**src/rtl/lpc_pkg.sv**
```systemverilog
// lpc_pkg -- shared definitions for the LPC inverse-filter datapath.
//   LPC_ORDER     : default predictor order (taps 0..ORDER)
//   LPC_FRAME_LEN : default samples per frame
//   LPC_ADDR_W    : default sample/residue address width
//   seq_state_t   : sequencer FSM state encoding
package lpc_pkg;
  localparam int LPC_ORDER     = 10;
  localparam int LPC_FRAME_LEN = 240;
  localparam int LPC_ADDR_W    = 8;

  typedef enum logic [1:0] {
    S_IDLE  = 2'd0,
    S_TAP   = 2'd1,
    S_WRITE = 2'd2,
    S_DONE  = 2'd3
  } seq_state_t;
endpackage

```
**src/rtl/ifilter_sequencer.sv**
```systemverilog
// ifilter_sequencer -- address/control sequencer for an LPC inverse filter.
// For each sample n of a frame it walks taps k=0..ORDER (one cycle each),
// then issues one residue write at address n.
// Ports:
//   clk, reset (sync, active low)   clock / reset
//   start                           frame request (honoured only when idle)
//   stall                           back-pressure, freezes TAP/WRITE
//   x_raddr, x_zero                 sample read address n-k / zero operand (n<k)
//   a_rsel                          one-hot coefficient select (bit k-1)
//   tap_first                       k==0, accumulator clear
//   residue_waddr, residue_wen      residue write port
//   next_sample                     sample-complete pulse
//   ready, done                     idle flag / frame-end pulse
module ifilter_sequencer
  import lpc_pkg::*;
#(
  parameter int ORDER     = LPC_ORDER,
  parameter int FRAME_LEN = LPC_FRAME_LEN,
  parameter int ADDR_W    = LPC_ADDR_W
) (
  input  logic              clk,
  input  logic              reset,
  input  logic              start,
  input  logic              stall,
  output logic [ADDR_W-1:0] x_raddr,
  output logic              x_zero,
  output logic [ORDER-1:0]  a_rsel,
  output logic              tap_first,
  output logic [ADDR_W-1:0] residue_waddr,
  output logic              residue_wen,
  output logic              next_sample,
  output logic              ready,
  output logic              done
);
  localparam int              K_W    = $clog2(ORDER + 1);
  localparam logic [K_W-1:0]  K_LAST = K_W'(ORDER);
  localparam logic [ADDR_W-1:0] N_LAST = ADDR_W'(FRAME_LEN - 1);

  seq_state_t        r_state;
  logic [ADDR_W-1:0] r_n;
  logic [K_W-1:0]    r_k;

  logic [ADDR_W-1:0] w_k_ext;
  logic              w_in_frame;
  logic              w_tap;
  logic              w_write;

  always_ff @(posedge clk) begin
    if (!reset) begin
      r_state <= S_IDLE;
      r_n     <= '0;
      r_k     <= '0;
    end else begin
      case (r_state)
        S_IDLE: if (start) begin
          r_state <= S_TAP;
          r_n     <= '0;
          r_k     <= '0;
        end
        S_TAP: if (!stall) begin
          if (r_k == K_LAST) r_state <= S_WRITE;
          else               r_k     <= r_k + 1'b1;
        end
        S_WRITE: if (!stall) begin
          r_k <= '0;
          if (r_n == N_LAST) begin
            r_state <= S_DONE;
          end else begin
            r_n     <= r_n + 1'b1;
            r_state <= S_TAP;
          end
        end
        S_DONE: begin
          r_state <= S_IDLE;
          r_n     <= '0;
        end
        default: r_state <= S_IDLE;
      endcase
    end
  end

  // Outputs decode the registered state so stall can mask the write strobe
  // in the same cycle; reset also gates them so the reset cycle is clean.
  assign w_k_ext    = ADDR_W'(r_k);
  assign w_in_frame = (r_n >= w_k_ext);
  assign w_tap      = reset && (r_state == S_TAP);
  assign w_write    = reset && (r_state == S_WRITE);

  assign x_zero        = w_tap && !w_in_frame;
  assign x_raddr       = (w_tap && w_in_frame) ? (r_n - w_k_ext) : '0;
  assign a_rsel        = (w_tap && (r_k != '0)) ? (ORDER'(1) << (r_k - 1'b1)) : '0;
  assign tap_first     = w_tap && (r_k == '0);
  assign residue_waddr = w_write ? r_n : '0;
  assign residue_wen   = w_write && !stall;
  assign next_sample   = w_write && !stall;
  assign ready         = !reset || (r_state == S_IDLE);
  assign done          = reset && (r_state == S_DONE);
endmodule

```
**config.mk**
```make
export PLATFORM = sky130hd
export DESIGN_NAME = ifilter_sequencer
export DESIGN_NICKNAME = d
export VERILOG_FILES = /design/src/rtl/lpc_pkg.sv /design/src/rtl/ifilter_sequencer.sv
export SDC_FILE = /design/constraint.sdc
export NUM_CORES = 1
export LEC_CHECK = 0
export BUFFER_PORTS_ARGS = -buffer_cell sky130_fd_sc_hd__buf_2
export CAP_MARGIN = 20
export CORE_MARGIN = 2
export CORE_UTILIZATION = 45
export CTS_CLUSTER_SIZE = 16
export DETAILED_ROUTE_END_ITERATION = 16
export PLACE_DENSITY = 0.7
export RECOVER_POWER = 25
export SLEW_MARGIN = 20
export SYNTH_ARGS = -nofsm -noshare
export SYNTH_HDL_FRONTEND = slang
export SYNTH_SLANG_ARGS = --single-unit
export TNS_END_PERCENT = 5
```
**constraint.sdc**
```tcl
create_clock -name clk -period 2 [get_ports clk]
set_input_delay 0 -clock clk [delete_from_list [all_inputs] [get_ports clk]]
set_output_delay 0 -clock clk [all_outputs]
set_load 0.1 [all_outputs]
```
; Yosys cells after proc, flatten, opt, wreduce, memory -nomap -nowiden
; Index checks and enable logic that the tools add are counted.
[totals]
regBits = 14
inputBits = 4
[op_classes]
addsub = 4
order_cmp = 1
eq_ne = 11
shift = 1
mux = 18
n_reduce_logical = 20
[ops]
columns = op, n
row1 = 8-bit 2-to-1 mux, 5
row2 = 8-bit one-hot mux with 3 select lines, 1
row3 = 4-bit 2-to-1 mux, 4
row4 = "2-bit != test, second input constant", 6
row5 = 4-bit one-hot mux with 3 select lines, 1
row6 = 10-bit 2-to-1 mux, 1
row7 = 2-bit 2-to-1 mux, 5
row8 = "1-bit by 4-bit << shifter with 10-bit output, first input constant", 1
row9 = "8-bit by 1-bit adder with 8-bit output, second input constant", 1
row10 = "8-bit == test, second input constant", 1
row11 = 8-bit by 4-bit greater-or-equal comparator with 1-bit output, 1
row12 = 1-bit logical AND, 8
row13 = 2-bit one-hot mux with 4 select lines, 1
row14 = 4-bit AND reduction, 2
row15 = 8-bit by 4-bit subtractor with 8-bit output, 1
row16 = 3-bit nonzero test, 2
row17 = 5-bit AND reduction, 1
row18 = "4-bit by 1-bit adder with 4-bit output, second input constant", 1
row19 = "2-bit == test, second input constant", 2
row20 = "4-bit == test, second input constant", 1
row21 = 4-bit zero test, 1
row22 = 4-bit nonzero test, 1
row23 = "4-bit by 1-bit subtractor with 4-bit output, second input constant", 1
row24 = 1-bit zero test, 3
row25 = 3 further kinds, 3

; Longest topological paths before layout
; Gate-level depths: netlist of run 1.
[depth]
word_depth = 4
mapped_depth = 8

; Worst setup path before layout of run 1
; Ideal clock, no wire load.
[synth_path]
path_kind = register to output
startpoint = register r_k[3]
endpoint = output x_raddr[3]
arrival_time_ns = 4.485
required_time_ns = 2.000
setup_slack_ns = -2.485
path_stages_with_launch = 9
n_path_buf = 2
cell_sequence = dfxtp_1 clkbuf_1 inv_1 ha_1 buf_2 inv_1 o2111ai_1 nand3_2 nor4_1
[synth_between]
elab_chain_len = 3
word_cells_on_any_way = 4
[synth_rtl]
columns = element, line
row1 = "start, declared", ifilter_sequencer.sv:41  ; logic [K_W-1:0] r_k;
row2 = "start signal, assigned", ifilter_sequencer.sv:62  ; else r_k <= r_k + 1'b1;
row3 = 8-bit by 4-bit greater-or-equal comparator with 1-bit output, ifilter_sequencer.sv:85  ; assign w_in_frame = (r_n >= w_k_ext);
row4 = 1-bit logical AND, ifilter_sequencer.sv:90  ; assign x_raddr = (w_tap && w_in_frame) ? (r_n - w_k_ext) : '0;
row5 = 8-bit 2-to-1 mux (*), ifilter_sequencer.sv:90
row6 = "end, declared", ifilter_sequencer.sv:25  ; output logic [ADDR_W-1:0] x_raddr,
; Mark *: on every way between the ends. The rest lies on a longest branch, timed or not.

; Final worst setup path of run 1
[layout_path]
startpoint = register r_k[0]
endpoint = output x_raddr[6]
; The elaborated chain is that of the path after synthesis.

==> results of run 1 <==
==> layer usage <==
| layer | global-route usage, % | up-vias | share of wire (%) |
|---|---|---|---|
| met3 | 2.10 | 30 | 5.0 |
| met1 | 31.3 | 802 | 40 |
| met2 | 47.0 | 79 | 50 |
| li1 | - | 800 | - |
| met5 | 0 | - | 0 |
| met4 | 9.42 | 0 | 4.8 |
==> cells by family (layout without fill, tap and decap cells) <==
family | after synthesis | in the layout | synth area share [%]
adder cells (fa/ha/maj) | 12 | 12 | 10.6
buffers and inverters | 23 | 76 | 7.67
multiplexers | 3 | 3 | 2.11
AND/OR/NAND/NOR | 89 | 89 | 35.7
AO/OA/AOI/OAI | 44 | 44 | 22.7
flip-flops | 14 | 14 | 18.9
XOR/XNOR | 4 | 4 | 2.36
==> worst min-delay path, delay by kind of cell <==
kind                   cells  cell delay, ns
buffers and inverters      1            0.08
AOI/OAI and AO/OA          2            0.21
==> per-stage QoR <==
stage | setup slack [ns] | setup TNS, ns | cell area (µm²) | hold WS [ns]
global route | -0.258 | -2.82 | 2450 | 0.105
global placement | 0.113 | 0 | 2150 | 0.336
detailed placement | 0.0332 | 0 | 2150 | 0.346
floorplan | -0.594 | -8.15 | 1560 | 0.222
finish | -0.192 | -1.70 | 2450 | 0.0488
CTS | -0.118 | -1.11 | 2380 | 0.0573
==> layout make-up <==
class	instances	area share (%)
sequential	14	11.8
tap	44	2.24
inverter	11	1.78
multi-input combinational	152	55.5
clock buffer	4	1.48
timing repair buffer	61	27.1
==> state kept, by name, summed over array words and instances, names as in the netlist <==
| name | cells |
|---|---|
| r_k | 4 |
| r_n | 8 |
| r_state | 2 |
==> power by group through the flow <==
| stage | clock network (mW) | logic [mW] | registers, mW |
|---|---|---|---|
| final | 0.207 | 0.403 | 0.310 |
| after global routing | 0.226 | 0.422 | 0.311 |
| after CTS | 0.209 | 0.365 | 0.307 |
| after detailed placement | 0 | 0.330 | 0.310 |
| after global placement | 0 | 0.321 | 0.309 |
| after floorplan | 0 | 0.249 | 0.304 |
==> worst max-delay path by stage <==
| stage | startpoint | end | cells past startpoint |
|---|---|---|---|
| 6_report | r_k[0]$_SDFFE_PN0P_ | x_raddr[6] | 8 |
| 5_1_grt | r_n[1]$_SDFFE_PN0P_ | x_raddr[5] | 7 |
| 4_1_cts | r_k[1]$_SDFFE_PN0P_ | x_raddr[5] | 7 |
| 3_5_place_dp | r_n[0]$_SDFFE_PN0P_ | x_raddr[6] | 9 |
| 3_3_place_gp | r_n[0]$_SDFFE_PN0P_ | x_raddr[6] | 9 |
| 2_1_floorplan | r_k[1]$_SDFFE_PN0P_ | x_raddr[5] | 6 |
==> what timing repair did <==
action / 4_1_cts / 5_1_grt
resized for setup: 36 / 15
hold buffers: 0 / 0
buffers inserted: 5 / 2
pin swaps: 16 / 12
setup endpoints to repair: 20 / 25
==> cells in the final DEF, fill, tap and decap left out, types with 3 or more instances in the layout <==
master and n:
buf_4 25, buf_12 19, buf_2 15, nand2_1 13
nor2_1 8, nand3_1 8, dfxtp_1 8, and3_1 7
nor2_2 7, and3_4 7, inv_1 6, ha_1 6
nor2b_1 5, nor3_1 5, ha_4 5, dfxtp_2 5
inv_2 4, xnor2_1 4, a31oi_1 4, o21ai_0 4
nor4_1 3, o31ai_1 3, clkbuf_4 3
==> results_dict.tcl, run 1 <==
set metrics [dict create \
    gr-total-overflow 0 \
    clk_pin_slew_ns 0.09 \
    max_stage_delay_ns 0.40 \
    dpl.hpwl_um 3170 \
    synth-seq-cells 14 \
    grt.total_usage_pct 25.7 \
    synth_flop_cell "dfxtp_1" \
    nNetsFinal 259 \
    required_ns 2.00 \
    crit_chain "ha_4, inv_2, fa_2, a21o_1, a211oi_2, xnor2_1, nor2_2, buf_12" \
    register_area_um2 290 \
    whs_path_depth 3 \
    portBuffers 35 \
    min-delay-start "start" \
    wl_um 5230 \
    routed_via_density 5.98 \
    startpoint_type "register" \
    slew_headroom_pct 67.5 \
    switching_share_pct 39.5 \
    reg2reg_from "r_n[1]$_SDFFE_PN0P_" \
    placed_cells 275 \
    arrival_ns 2.19 \
    antenna_found_initial 0 \
    die_area_mm2 0.00378 \
    combPwrFrac_pct 43.8 \
    dieWidth_um 61.5 \
    fmax_ghz 0.456 \
    fin_skew_ns 0.00542 \
    critical_path_class "reg -> out" \
    pwr-share-clk_pct 22.5 \
    grt_max_degree 22 \
    synthTopCellsByCount "15 x nor2_1, 14 x and3_1, 14 x dfxtp_1" \
    power_density_mw_per_mm2 375 \
    core_mm2 0.00310 \
    fp-row-count 20 \
    ant_nets 0 \
    p_sw_mw 0.363 \
    intPower_mw 0.557 \
    finalWorstSetupSlack_ns -0.192 \
    worst_r2r_endpoint "r_n[0]$_SDFFE_PN0P_" \
    finalSetupViolCount 14 \
    fillers 210 \
    wire_per_inst_um 18.3 \
    root_buffer "clkbuf_4" \
    path_buf_inv 2 \
    start_util_pct 47.9 \
    drc 0 \
    first_pass_iters 4 \
    maxCapViolations 0 \
    rsz0062_at_grt "yes" \
    synthArstFlopShare_pct 0 \
    hp-class "in -> reg" \
    power_mw 0.919 \
    max-vdd-ir-drop_uv 258 \
    synth_seq_area_share_pct 18.9 \
    p_seq_share_pct 33.7 \
    period_minus_slack_ns 2.19 \
    crit_family "adder cells" \
    rrSetupSlack_ns 0.13 \
    cts_sinks 14 \
    clkLatencyLatePin_ns 0.28 \
    n_antenna_cell 0 \
    cts_tree "built" \
    area_delta_synth_final_pct 65.2 \
    worst_pin_slew_ns 0.491 \
    synth_top_area_share_pct 18.9 \
    syn-cell-area_mm2 0.00149 \
    slowest_stage "dfxtp_4" \
    status "complete, but fails checks" \
    rr_worst_depth 6 \
    ys_types 63 \
    synth_area_leaders "dfxtp_1 19%, ha_1 9.3%, and3_1 5.9%" \
    grt_pass1_vias 1564 \
    drtIter0Drc 114 \
    yosys_warnings 0 \
    die_h_um 61.5 \
    grt_pass1_wl_um 7380 \
    htreeDepth 1 \
    p_leak_nw 0.979 \
    hold_path_end "r_state[0]$_SDFFE_PN0P_" \
    final-hold-violation-count 0 \
    maxSlewViolCount 0 \
    fin_crit_sh_pct 110 \
    pin_count 36 \
    clockBufferDepth 2 \
    multiInputGateArea_mm2 0.00136 \
    end_kind "primary output" \
    synth_enable_flop_cells 0 \
    syn_avg_cell_area_um2 7.86 \
    vias 1711 \
    layoutNonFillerInstCount 286 \
    yosys.area.top_type "dfxtp_1" \
    synthCells 189 \
    syn_nets 205 \
    layout-drive-gt1-share_pct 53.3 \
    path_max_fanout 3 \
    utilization_pct 79.1 \
    post-synth-top-count-cell "nor2_1" \
    gp_routability_congestion 0.918 \
    cts_made_buffers 3 \
    violations "negative setup slack" \
]
No activity file was read; power rests on OpenSTA's default activity.
==> run 2: changes to the inputs <==
--- a/config.mk
+++ b/config.mk
@@ -5,13 +5,13 @@
 export SDC_FILE = /design/constraint.sdc
 export NUM_CORES = 1
 export LEC_CHECK = 0
-export BUFFER_PORTS_ARGS = -buffer_cell sky130_fd_sc_hd__buf_2
 export CAP_MARGIN = 20
 export CORE_MARGIN = 2
 export CORE_UTILIZATION = 45
 export CTS_CLUSTER_SIZE = 16
 export DETAILED_ROUTE_END_ITERATION = 16
-export PLACE_DENSITY = 0.7
+export DONT_BUFFER_PORTS = 1
+export PLACE_DENSITY = 0.61
 export RECOVER_POWER = 25
 export SLEW_MARGIN = 20
 export SYNTH_ARGS = -nofsm -noshare
==> run 2 against run 1 <==
  * The run still ends with negative setup slack left
  * Cell count down 0.70%
  * Total power down 0.30%
  * Sequential share of layout area down 0.22 points
  * Clock power up 4%
  * Critical path depth down 1
  * Flip-flop and latch count unchanged
  * Setup slack better by 0.018 ns
  * Wire length down 11%
  * Via count down 0.99%
  * Sequential power down 2%
  * Maximum frequency up 0.85%
  * Critical endpoint is now x_raddr[5]
==> results_dict.tcl, run 2 (same netlist as run 1, synthesis figures left out) <==
set metrics [dict create \
    power_density_mw_per_mm2 368 \
    grt_use_met3_pct 2.52 \
    finalSetupTns_ns -0.848 \
    reg_top3 "r_n (8), r_k (4), r_state (2)" \
    start_util_pct 47.9 \
    grt_use_met2_pct 42.7 \
    top_register "r_n" \
    rsz0062_at_grt "yes" \
    maxCapViolations 0 \
    violations "negative setup slack" \
    wire_per_inst_um 16.4 \
    final-hold-violation-count 0 \
    status "complete, but fails checks" \
    fmax_ghz 0.460 \
    core_mm2 0.00310 \
    slew_headroom_pct 64.0 \
    grtUsageMet1_pct 29.6 \
    nNetsFinal 257 \
    stdcell_area_mm2 0.00249 \
    largest_reg_flops 8 \
    finalSetupViolCount 13 \
    die_h_um 61.5 \
    required_ns 2.00 \
    end_kind "primary output" \
    die_area_mm2 0.00378 \
    p_leak_nw 0.973 \
    first_pass_iters 4 \
    routed_via_density 5.96 \
    area_delta_synth_final_pct 67.6 \
    utilization_pct 80.2 \
    clkLatencyLatePin_ns 0.30 \
    placed_area_mm2 0.00220 \
    maxSlewViolCount 0 \
    layout-drive-gt1-share_pct 52.5 \
    grt_pass1_wl_um 6850 \
    vias 1694 \
    gr-total-overflow 0 \
    drc 0 \
    finalWorstSetupSlack_ns -0.174 \
    dpl.hpwl_um 3140 \
    grt_pass1_vias 1529 \
    clk_pin_slew_ns 0.09 \
    clockBufferDepth 2 \
    critical_path_class "reg -> out" \
    fin_skew_ns 0.00593 \
    drtIter0Drc 72 \
    grt-busiest-layer "met2" \
    antenna_found_initial 0 \
    fillers 206 \
    dieWidth_um 61.5 \
    grt_max_degree 13 \
    startpoint_type "register" \
    cts_tree "built" \
    wl_um 4660 \
    hp-class "in -> reg" \
    pin_count 36 \
    mostFrequentLayoutCells "28 x buf_4, 20 x buf_12, 13 x nand2_1" \
    ant_nets 0 \
    htreeDepth 1 \
    arrival_ns 2.17 \
    worst_pin_slew_ns 0.542 \
    max-vdd-ir-drop_uv 378 \
    power_mw 0.917 \
    period_minus_slack_ns 2.17 \
    final_common_cell "buf_4" \
    cts_made_buffers 3 \
    path_max_fanout 3 \
    fin_crit_sh_pct 109 \
    cts_sinks 14 \
    n_antenna_cell 0 \
    gp_routability_congestion 0.889 \
    portBuffers 0 \
    dp_slack_ns 0.0301 \
    root_buffer "clkbuf_4" \
    grt.total_usage_pct 24.1 \
    fp-row-count 20 \
]
## run 2: metrics by stage
stage	std cells	hold WS (ns)
floorplan	189	0.222
global placement	272	0.144
detailed placement	272	0.149
CTS	284	0.00485
global route	284	0.0213
finish	284	0.00574
## run 2: path summary, 6_finish.rpt
check / slack (ns) / cells past startpoint / start / to
worst max-delay path: -0.17 / 7 / r_k[1]$_SDFFE_PN0P_ / x_raddr[5]
worst min register to register: 0.57 / 2 / r_n[6]$_SDFFE_PN0P_ / r_n[6]$_SDFFE_PN0P_
worst max register to register: 0.15 / 6 / r_k[1]$_SDFFE_PN0P_ / r_k[1]$_SDFFE_PN0P_
worst min-delay path: 0.006 / 3 / stall / r_state[0]$_SDFFE_PN0P_
## run 2: repair_timing
item | 4_1_cts | 5_1_grt
hold endpoints to repair | 14 | 0
hold buffers | 3 | 0
setup endpoints to repair | 19 | 19
setup buffers | 5 | 0
resized for setup | 27 | 21
pin swaps | 16 | 9
## run 2: worst max-delay path, cell delays in order (launching register included)
cell and delay (ns):
dfxtp_2 0.34, inv_2 0.09, ha_4 0.20, nor2b_4 0.13, o211a_1 0.24, or4_4 0.50, a21oi_4 0.18, buf_12 0.19
## run 2: routing by layer
layer | vias to the layer above | wire length, µm | share of wire (%)
met5 | - | 0 | 0
met4 | 0 | 163 | 3.5
met3 | 20 | 264 | 5.7
met2 | 77 | 2380 | 51
met1 | 791 | 1860 | 40
li1 | 806 | - | -
## run 2: layout make-up
| class | instances | area [µm²] | share of cell area [%] |
|---|---|---|---|
| Clock buffer | 4 | 36.3 | 1.46 |
| Inverter | 11 | 41.3 | 1.66 |
| Multi-Input combinational cell | 152 | 1380 | 55.3 |
| Sequential cell | 14 | 289 | 11.6 |
| Tap cell | 44 | 55.1 | 2.21 |
| Timing Repair Buffer | 59 | 692 | 27.8 |
## run 2: power by group
group / switching (mW) / internal, mW / leakage (nW)
Sequential: 0.0149 / 0.288 / 0.116
Clock: 0.104 / 0.111 / 0.0210
Combinational: 0.239 / 0.159 / 0.836
